--- src/rtl/secuenciador_suma_if.sv ---
// Button/digit inputs and command-strobe outputs of the calculator sequencer.
// The sequencer (slave) receives raw buttons and drives single-cycle strobes to the datapath.
interface secuenciador_suma_if;
  logic       push;
  logic       guardar;
  logic       finalizar;
  logic [3:0] entrada;
  logic       digit_we;
  logic [1:0] digit_idx;
  logic [3:0] digit_val;
  logic       clr_num;
  logic       save_op;
  logic       sum_go;
  logic       show_result;
  logic       digit_err;
  logic [1:0] state_dbg;

  modport master (
    output push, guardar, finalizar, entrada,
    input  digit_we, digit_idx, digit_val, clr_num, save_op, sum_go,
    input  show_result, digit_err, state_dbg
  );

  modport slave (
    input  push, guardar, finalizar, entrada,
    output digit_we, digit_idx, digit_val, clr_num, save_op, sum_go,
    output show_result, digit_err, state_dbg
  );
endinterface

--- src/rtl/secuenciador_suma.sv ---
// Control FSM for the digit-entry / save / sum calculator datapath.
// Optional button debounce is enabled by defining SECUENCIADOR_DEBOUNCE_EN.
module secuenciador_suma #(
  parameter int MAX_DIGITS = 4,
  parameter int DEB_CYCLES = 16
) (
  input  logic clk,
  input  logic rst,
  secuenciador_suma_if.slave bus
);

  // Handshake: strobes (digit_we, clr_num, save_op, sum_go) are single-cycle
  // commands with no ready/backpressure; the datapath must act on them in that cycle.

  typedef enum logic [1:0] {S_A = 2'd0, S_B = 2'd1, S_RES = 2'd2} state_t;

  if (MAX_DIGITS < 1 || MAX_DIGITS > 4) begin : g_chk_max
    $error("MAX_DIGITS must be 1..4");
  end
  if (DEB_CYCLES < 2) begin : g_chk_deb
    $error("DEB_CYCLES must be >= 2");
  end

  // Buttons packed as {finalizar, guardar, push}
  logic [2:0] raw, sync1, sync2, lvl, lvl_d, ev_q;
  assign raw = {bus.finalizar, bus.guardar, bus.push};

  always_ff @(posedge clk or negedge rst) begin
    if (!rst) begin
      sync1 <= '0;
      sync2 <= '0;
      lvl_d <= '0;
      ev_q  <= '0;
    end else begin
      sync1 <= raw;
      sync2 <= sync1;
      lvl_d <= lvl;
      ev_q  <= lvl & ~lvl_d;
    end
  end

`ifdef SECUENCIADOR_DEBOUNCE_EN
  localparam int DW = $clog2(DEB_CYCLES);
  logic [DW-1:0] deb_cnt [3];
  logic [2:0]    deb_lvl;

  // Level follows the synchronized input only after DEB_CYCLES differing samples in a row
  always_ff @(posedge clk or negedge rst) begin
    if (!rst) begin
      deb_lvl <= '0;
      for (int i = 0; i < 3; i++) deb_cnt[i] <= '0;
    end else begin
      for (int i = 0; i < 3; i++) begin
        if (sync2[i] == deb_lvl[i]) begin
          deb_cnt[i] <= '0;
        end else if (deb_cnt[i] == DW'(DEB_CYCLES - 1)) begin
          deb_lvl[i] <= sync2[i];
          deb_cnt[i] <= '0;
        end else begin
          deb_cnt[i] <= deb_cnt[i] + 1'b1;
        end
      end
    end
  end
  assign lvl = deb_lvl;
`else
  assign lvl = sync2;
`endif

  logic ev_fin, ev_gua, ev_push, ev_any;
  assign ev_fin  = ev_q[2];
  assign ev_gua  = ev_q[1] & ~ev_q[2];
  assign ev_push = ev_q[0] & ~ev_q[1] & ~ev_q[2];
  assign ev_any  = |ev_q;

  state_t     state, state_n;
  logic [2:0] cnt, cnt_n;
  logic       we_q, save_q, sum_q, clr_q, show_q, err_q;
  logic       we_n, save_n, sum_n, clr_n, err_n;
  logic [1:0] idx_q, idx_n;
  logic [3:0] val_q, val_n;

  always_comb begin
    state_n = state;
    cnt_n   = cnt;
    we_n    = 1'b0;
    save_n  = 1'b0;
    sum_n   = 1'b0;
    clr_n   = 1'b0;
    idx_n   = idx_q;
    val_n   = val_q;
    err_n   = err_q;
    case (state)
      S_A, S_B: begin
        if (ev_fin) begin
          if (state == S_B && cnt != 3'd0) begin
            sum_n   = 1'b1;
            state_n = S_RES;
          end
        end else if (ev_gua) begin
          if (state == S_A && cnt != 3'd0) begin
            save_n  = 1'b1;
            clr_n   = 1'b1;
            cnt_n   = 3'd0;
            state_n = S_B;
          end
        end else if (ev_push) begin
          if (bus.entrada <= 4'd9 && cnt < 3'(MAX_DIGITS)) begin
            we_n  = 1'b1;
            idx_n = cnt[1:0];
            val_n = bus.entrada;
            cnt_n = cnt + 3'd1;
          end else begin
            err_n = 1'b1;
          end
        end
      end
      S_RES: begin
        // Any button leaves the result view; a push here is consumed
        if (ev_any) begin
          clr_n   = 1'b1;
          cnt_n   = 3'd0;
          state_n = S_A;
        end
      end
      default: state_n = S_A;
    endcase
    if (clr_n) err_n = 1'b0;
  end

  always_ff @(posedge clk or negedge rst) begin
    if (!rst) begin
      state  <= S_A;
      cnt    <= '0;
      we_q   <= 1'b0;
      save_q <= 1'b0;
      sum_q  <= 1'b0;
      clr_q  <= 1'b0;
      show_q <= 1'b0;
      err_q  <= 1'b0;
      idx_q  <= '0;
      val_q  <= '0;
    end else begin
      state  <= state_n;
      cnt    <= cnt_n;
      we_q   <= we_n;
      save_q <= save_n;
      sum_q  <= sum_n;
      clr_q  <= clr_n;
      show_q <= (state_n == S_RES);
      err_q  <= err_n;
      idx_q  <= idx_n;
      val_q  <= val_n;
    end
  end

  assign bus.digit_we    = we_q;
  assign bus.digit_idx   = idx_q;
  assign bus.digit_val   = val_q;
  assign bus.clr_num     = clr_q;
  assign bus.save_op     = save_q;
  assign bus.sum_go      = sum_q;
  assign bus.show_result = show_q;
  assign bus.digit_err   = err_q;
  assign bus.state_dbg   = state;

endmodule

--- src/flat_wrapper.sv ---
// flat-port wrapper written by rule: the top's interface ports become plain ports
module secuenciador_suma_flat 
#(
  parameter int MAX_DIGITS = 4,
  parameter int DEB_CYCLES = 16
)
  (clk, rst, bus_push, bus_guardar, bus_finalizar, bus_entrada, bus_digit_we, bus_digit_idx, bus_digit_val, bus_clr_num, bus_save_op, bus_sum_go, bus_show_result, bus_digit_err, bus_state_dbg);
  secuenciador_suma_if bus_i ();
  input  logic clk;
  input  logic rst;
  input wire logic [$bits(bus_i.push)-1:0] bus_push;
  input wire logic [$bits(bus_i.guardar)-1:0] bus_guardar;
  input wire logic [$bits(bus_i.finalizar)-1:0] bus_finalizar;
  input wire logic [$bits(bus_i.entrada)-1:0] bus_entrada;
  output wire logic [$bits(bus_i.digit_we)-1:0] bus_digit_we;
  output wire logic [$bits(bus_i.digit_idx)-1:0] bus_digit_idx;
  output wire logic [$bits(bus_i.digit_val)-1:0] bus_digit_val;
  output wire logic [$bits(bus_i.clr_num)-1:0] bus_clr_num;
  output wire logic [$bits(bus_i.save_op)-1:0] bus_save_op;
  output wire logic [$bits(bus_i.sum_go)-1:0] bus_sum_go;
  output wire logic [$bits(bus_i.show_result)-1:0] bus_show_result;
  output wire logic [$bits(bus_i.digit_err)-1:0] bus_digit_err;
  output wire logic [$bits(bus_i.state_dbg)-1:0] bus_state_dbg;
  assign bus_i.push = bus_push;
  assign bus_i.guardar = bus_guardar;
  assign bus_i.finalizar = bus_finalizar;
  assign bus_i.entrada = bus_entrada;
  assign bus_digit_we = bus_i.digit_we;
  assign bus_digit_idx = bus_i.digit_idx;
  assign bus_digit_val = bus_i.digit_val;
  assign bus_clr_num = bus_i.clr_num;
  assign bus_save_op = bus_i.save_op;
  assign bus_sum_go = bus_i.sum_go;
  assign bus_show_result = bus_i.show_result;
  assign bus_digit_err = bus_i.digit_err;
  assign bus_state_dbg = bus_i.state_dbg;
  secuenciador_suma #(.MAX_DIGITS(MAX_DIGITS), .DEB_CYCLES(DEB_CYCLES)) u_core (.clk(clk), .rst(rst), .bus(bus_i));
endmodule
--- config.mk ---
export PLATFORM = sky130hd
export DESIGN_NAME = secuenciador_suma_flat
export DESIGN_NICKNAME = d
export VERILOG_FILES = /design/src/rtl/secuenciador_suma_if.sv /design/src/rtl/secuenciador_suma.sv /design/src/flat_wrapper.sv
export SDC_FILE = /design/constraint.sdc
export NUM_CORES = 1
export LEC_CHECK = 0
export CORE_UTILIZATION = 50
export CTS_CLUSTER_SIZE = 10
export DETAILED_ROUTE_END_ITERATION = 7
export GPL_TIMING_DRIVEN = 0
export PLACE_DENSITY = 0.79
export SKIP_CTS_REPAIR_TIMING = 1
export SYNTH_ARGS = -nofsm -noshare
export SYNTH_HDL_FRONTEND = slang
export SYNTH_SLANG_ARGS = --single-unit
--- constraint.sdc ---
create_clock -name clk -period 2.5 [get_ports clk]
set_input_delay 0.625 -clock clk [delete_from_list [all_inputs] [get_ports clk]]
set_output_delay 0.625 -clock clk [all_outputs]
set_load 0.05 [all_outputs]
Word-level counts from Yosys, hierarchy flattened
Cells that the tools add are included. Widths: inputs -> output; s select.

Register bits: 29.

Add/sub/neg operators: 1. $lt $le $gt $ge: 2. Equality and inequality tests: 11. Multiplexer cells: 33. Bitwise logic cells: 8. Reductions and logical operators: 13.

Operator list (count): $mux 1 (19); $mux 3 (6); $mux 2 (5); $reduce_and 5->1 (2); $ne 2x2->1 const B (3); $ne 3x1->1 const B (2); $pmux 3 s2 (1); $reduce_and 6->1 (1); $reduce_bool 2->1 (3); $eq 2x2->1 const B (2); $le 4x4->1 const B (1); $ne 2x1->1 const B (2); $pmux 2 s2 (1); $add 3x1->3 const B (1); $and 1x1->1 (3); $and 3x3->3 (1); $logic_and 1x1->1 (3); $lt 3x3->1 const B (1); $ne 3x3->1 const B (1); $not 1->1 (3); $not 3->3 (1); $reduce_bool 3->1 (1); $reduce_or 3->1 (1); $eq 2x1->1 const B (1); other kinds (3) (3).

Longest topological paths before layout
Gate-level depths: netlist of run 1.

Word-level depth: 8. Gate-level depth with buffers: 6. Gate-level depth less buffers: 6.

Least setup slack after synthesis of run 1
OpenSTA, ideal clock, no wires.

Kind: register to register. From: register u_core.state[1] (netlist: u_core.bus.state_dbg[1]). To: register u_core.idx_q[0] (netlist: u_core.bus.digit_idx[0]). Setup time: 0.125 ns. Arrival time: 1.624 ns. Data required time: 2.375 ns. Slack: 0.751 ns. Stages on the path, launching flop included: 5. Buffers on the path: 1. Period minus slack after synthesis: 1.749 ns. Cells stage by stage: dfrtp_1 > nor4b_2 > and3_4 > buf_12 > mux2_4.

Longest elaborated chain between the ends: 3. Elaborated cells between the ends (all ways): 4. Classes of those cells: 1 x eq/ne; 3 x reduce/logical.

Ends and longest elaborated chain: start: declaration (line secuenciador_suma.sv:76) `state_t state, state_n;`; start signal: assignment (line secuenciador_suma.sv:144) `state <= state_n;`; $eq 2x1->1 or $logic_not 2->1 (tied branches) (line secuenciador_suma.sv:93) `case (state)`; $reduce_or 2->1 (*) (line secuenciador_suma.sv:93); $reduce_and 5->1 (no source line) (*); end signal: assignment (line secuenciador_suma.sv:152) `idx_q <= idx_n;`; end: declaration (line secuenciador_suma.sv:80) `logic [1:0] idx_q, idx_n;`.

Mark *: on every way between the ends. The rest lies on a longest branch, timed or not. A chain may end at the register's enable or synchronous reset.

Final worst setup path of run 1
From: register u_core.state[1] (netlist: u_core.bus.state_dbg[1]). To: output bus_state_dbg[1].

RTL lines: end: declaration (line flat_wrapper.sv:23) `output wire logic [$bits(bus_i.state_dbg)-1:0] bus_state_dbg;`.

No word-level cell between the ends.

==> results.toml, run 1 <==
[synthesis]
seq_area_frac_synth = 0.6864
synthesis.area_sq_mm = 0.001057
synthCells = 72
synth-compound-area-share = 0.06391
yosys-top-cells-count = "dfrtp_1, mux2_4"
synth_edf_count = 0
synth-simple-area-share = 0.1112
synth_most_common_cell = "dfrtp_1"
yosys.area.top_type = "dfrtp_1"
synth_top_cell_area_share = 0.6864
synth_fa_ha_area_frac = 0.02367
synthDistinctLibCells = 20
ys.flop_type = "dfrtp_1"
synth_top_family_by_area = "simple AND/OR/NAND/NOR gates"
synthArstFlopShare = 1.000
ys_ff_latch = 29
synthTopCellsByArea = "dfrtp_1, mux2_4, ha_1"
synthesis.nets = 83
synth_xor_xnor_area_share = 0
avgSynthCellArea_sq_um = 14.68
synth_warnings = 0
synth_mux_area_frac = 0.08166

[layout]
nets = 112
num-fill-cells = 131
drive_gt1_frac = 0.1961
syn_to_final_growth_pct = 31.60
n_antenna_cell = 0

[critical_path]
cp_cell_sequence = "clkdlybuf4s50_1"
worst-path-buf-inv = 1
end_kind = "output port"
worst_path_max_delay_cell = "clkdlybuf4s50_1"
cp_top_family = "buffers and inverters"
start_kind = "register"
cp.depth = 1
crit_required_ns = 1.88
cp_data_arrival_time_ns = 1.67
ff2ff_path_depth = 4
path_class = "register to output port"
critPathMaxFanout = 8
critPathMaxStageDelay_ns = 0.86

[sta]
rsz0062_at_grt = "no"
hold_viol_final = 0
min_period_ns = 2.295
slew_violations = 0
clock_skew_ns = 0.004797
max_slew_margin = 0.5931
finalSetupViolations = 0
worstMarginPinSlew_ns = 0.6103
setup_ws_ns = 0.2045
tns_ns = 0
timing.final.crit_share = 0.9182
timing.fmax_mhz = 435.6

[die]
coreArea_sq_mm = 0.001982
std_cell_rows = 16
die_w_um = 47.99
io_pins = 23
die-area_sq_mm = 0.002303
initial_utilization = 0.5335
fp.dieH_um = 47.99

[cts]
clkTransAtPathRegs_ns = 0.09
ctsLongestPathBuffers = 2
clock-sinks = 29
insertion_delay_ns = 0.32
numCtsBuffers = 5
cts_tree = "built"
clockRootBuffer = "clkbuf_4"
htreeDepth = 2

[global_routing]
antenna_found_initial = 0
grt_usage = 0.1797
grt_max_degree = 30
grt_overflow = 0
grt_pass1_wl_mm = 2.546
grt_pass1_vias = 576

[min_path]
hold_path.class = "primary input to async pin"

[placed_design]
gp_congestion = 0.7983
dp_slack_ns = 0.3301
hpwl_mm = 1.153
portBuffers = 22

[run_status]
status = "complete, no violations"

[detailed_routing]
wl_per_cell_um = 12.70
firstDrtPassIters = 2
num_vias = 649
drt-vias-per-instance = 5.031
drt_iter0_drc = 5
antenna_left = 0
wirelength_mm = 1.638
drcViolationCount = 0

[power]
p_per_area_mw_per_mm2 = 1222
power_leakage_nw = 0.6309
ir_drop_uv = 899.9

[run]
cap_viol_max_count = 0
[final timing paths]
| kind | start | end | slack (ns) |
|---|---|---|---|
| max | u_core.bus.state_dbg[1] | bus_state_dbg[1] | 0.20 |
| min reg2reg | u_core.sync1[2] | u_core.lvl[2] | 0.35 |
| min | rst | u_core.bus.save_op | 0.31 |
| min in group clk | u_core.sync1[2] | u_core.lvl[2] | 0.35 |
| max in group asynchronous | rst | u_core.sync1[0] | 1.79 |
| max reg2reg | u_core.bus.state_dbg[1] | u_core.bus.digit_val[1] | 0.86 |
[final cells by class]
class	instances	area, sq um	area share
sequential	29	725.7	0.5216
tap	27	33.78	0.02428
timing repair buffer	22	215.2	0.1547
buffer	1	20.02	0.01439
inverter	4	15.01	0.01079
multi-input combinational	38	296.5	0.2131
clock inverter	1	30.03	0.02158
clock buffer	7	55.05	0.03957
[flip-flops by register name, summed over array words and instances, names as in the netlist]
signal,flops
u_core.sync1,3
u_core.bus.digit_val,4
u_core.bus.state_dbg,2
u_core.bus.digit_err,1
u_core.ev_q,3
u_core.lvl,3
u_core.cnt,3
u_core.bus.digit_we,1
u_core.bus.show_result,1
u_core.bus.digit_idx,2
u_core.bus.sum_go,1
u_core.bus.save_op,1
u_core.bus.clr_num,1
u_core.lvl_d,3
[per-layer routing]
metal | GRT usage | part of all wire
met3 | 0.09057 | 0.063
met4 | 0.1167 | 0.026
met2 | 0.2622 | 0.51
met1 | 0.2084 | 0.40
met5 | 0 | 0
[stage by stage]
stage	hold slack [ns]	power [mW]	std cells	utilization	instance area [sq um]
after floorplan	0.3294	1.099	72	-	1057
after global placement	0.3337	1.300	121	0.6616	1311
after detailed placement	0.3385	1.322	121	0.6616	1311
after CTS	0.3579	1.720	129	0.7045	1396
after global routing	0.3439	1.795	129	0.7020	1391
final	0.3083	1.700	129	0.7020	1391
[kinds of logic (layout without fill, tap and decap cells)]
group | count (synthesis) | after routing
flops | 29 | 29
simple gates | 19 | 19
compound gates | 11 | 11
mux | 6 | 6
buf+inv | 5 | 35
fa+ha+maj | 2 | 2
[power by group]
| part | total [mW] | switching [mW] | internal, mW |
|---|---|---|---|
| sequential | 0.652 | 0.0782 | 0.574 |
| combinational | 0.659 | 0.404 | 0.255 |
| clock | 0.390 | 0.151 | 0.239 |
[placed cells by master (no fill, tap or decap), drive strengths merged, types with 2 or more instances in the layout]
cell,Yosys,final
dfrtp,29,29
nor2b,3,3
clkdlybuf4s50,0,21
mux2,6,6
nand2b,2,2
ha,2,2
o21ai,3,3
buf,1,2
nor2,4,4
and3,3,3
nand2,4,4
inv,4,4
a21oi,4,4
a31o,2,2
clkbuf,0,7
(Power assumes the default switching activity.)
==> run 2: changes to the inputs <==
MAX_ROUTING_LAYER = met4   (was not set)
==> run 2 against run 1 <==
Against the previous run:
- global-route usage up 0.59 points
- sequential share of layout area unchanged
- power up 0.11%
- flip-flop and latch count unchanged
- first-iteration DRC count down 20%
- cell count unchanged
- clock power about the same
- clock skew up 0.0037 ns
- die area unchanged
- hold slack worse by 0.0036 ns
- highest routed layer unchanged
==> results.toml, run 2 (synthesis gave the netlist of run 1 again) <==
[run_status]
status = "complete, no violations"

[cts]
ctsLongestPathBuffers = 2
clockRootBuffer = "clkbuf_4"
clock-sinks = 29
htreeDepth = 2
insertion_delay_ns = 0.32
clkTransAtPathRegs_ns = 0.09
numCtsBuffers = 5
cts_tree = "built"

[critical_path]
ff2ff_setup_slack_ns = 0.86
worst-path-buf-inv = 1
critPathMaxFanout = 8
cp_data_arrival_time_ns = 1.67
crit_required_ns = 1.88
end_kind = "output port"
cp_cell_sequence = "clkdlybuf4s50_1"
start_kind = "register"
worst_path_max_delay_cell = "clkdlybuf4s50_1"
cp_top_family = "buffers and inverters"
path_class = "register to output port"
critPathMaxStageDelay_ns = 0.86

[sta]
min_period_ns = 2.299
timing.fmax_mhz = 434.9
timing.final.crit_share = 0.9197
slew_violations = 0
finalSetupViolations = 0
max_slew_margin = 0.5911
clock_skew_ns = 0.008453
tns_ns = 0
rsz0062_at_grt = "no"
worstMarginPinSlew_ns = 0.6134
hold_viol_final = 0

[layout]
layout_commonest_cell = "dfrtp_1"
syn_to_final_growth_pct = 31.60
drive_gt1_frac = 0.1961
num-fill-cells = 131
n_antenna_cell = 0
final_cell_mix = "dfrtp_1, clkdlybuf4s50_1, mux2_4, clkbuf_4"
largest_reg_flops = 4
nets = 112

[placed_design]
gp_congestion = 0.8098
hpwl_mm = 1.153
portBuffers = 22

[detailed_routing]
antenna_left = 0
wl_per_cell_um = 12.80
drt-vias-per-instance = 4.984
num_vias = 643
firstDrtPassIters = 3
wirelength_mm = 1.651
drcViolationCount = 0
drt_iter0_drc = 4

[die]
std_cell_rows = 16
io_pins = 23
coreArea_sq_mm = 0.001982
fp.dieH_um = 47.99
initial_utilization = 0.5335
die-area_sq_mm = 0.002303
die_w_um = 47.99

[global_routing]
grt_max_degree = 30
grtUsageMet1 = 0.2084
grt_pass1_vias = 578
grt_usage = 0.1856
antenna_found_initial = 0
grt_overflow = 0
grt_pass1_wl_mm = 2.553
top_usage_layer = "met2"
gr-usage-met2 = 0.2622
grtUsageMet3 = 0.09057

[power]
p_per_area_mw_per_mm2 = 1223
ir_drop_uv = 900.7
power_leakage_nw = 0.6309
finalPower_mw = 1.702

[run]
cap_viol_max_count = 0

[min_path]
hold_path.class = "primary input to async pin"
## run 2: cell counts in the layout (fill, tap and decap cells not counted)
No cell type changed its count.
## run 2: metal layers
| layer | up-vias | part of all wire |
|---|---|---|
| met4 | 0 | 0.027 |
| met2 | 23 | 0.49 |
| met5 | - | 0 |
| li1 | 301 | - |
| met3 | 4 | 0.064 |
| met1 | 315 | 0.42 |
## run 2: through the flow
stage                 util  instance area (sq um)  hold slack [ns]  setup slack, ns  std cells
floorplan                -                   1057           0.3294           0.7512         72
global placement    0.6616                   1311           0.3337           0.4012        121
detailed placement  0.6616                   1311           0.3385           0.3301        121
CTS                 0.7045                   1396           0.3579           0.1781        129
global route        0.7020                   1391           0.3439           0.1232        129
finish              0.7020                   1391           0.3046           0.2007        129
## run 2: path summary, 6_finish.rpt
check,from,end,depth (start not counted)
worst max-delay path,u_core.bus.state_dbg[1],bus_state_dbg[1],1
worst min-delay path,rst,u_core.bus.save_op,1
worst max register to register,u_core.bus.state_dbg[1],u_core.bus.digit_val[2],4
worst min register to register,u_core.sync1[2],u_core.lvl[2],0
max in group asynchronous,rst,u_core.bus.digit_val[0],1
min in group clk,u_core.sync1[2],u_core.lvl[2],0
## run 2: cell type report
class | instances | area (sq um) | share of cell area
Buffer | 1 | 20.02 | 0.01439
Clock buffer | 7 | 55.05 | 0.03957
Clock inverter | 1 | 30.03 | 0.02158
Inverter | 4 | 15.01 | 0.01079
Multi-Input combinational cell | 38 | 296.5 | 0.2131
Sequential cell | 29 | 725.7 | 0.5216
Tap cell | 27 | 33.78 | 0.02428
Timing Repair Buffer | 22 | 215.2 | 0.1547
## run 2: power breakdown
| group | internal (mW) | switching (mW) |
|---|---|---|
| Sequential | 0.574 | 0.0785 |
| Clock | 0.239 | 0.152 |
| Combinational | 0.255 | 0.404 |
| Total | 1.07 | 0.635 |
==> run 3: changes to the inputs <==
CTS_CLUSTER_DIAMETER = 100   (was not set)
==> results of run 3 <==
Final layout, timing and power as in run 2 (identical DEF).
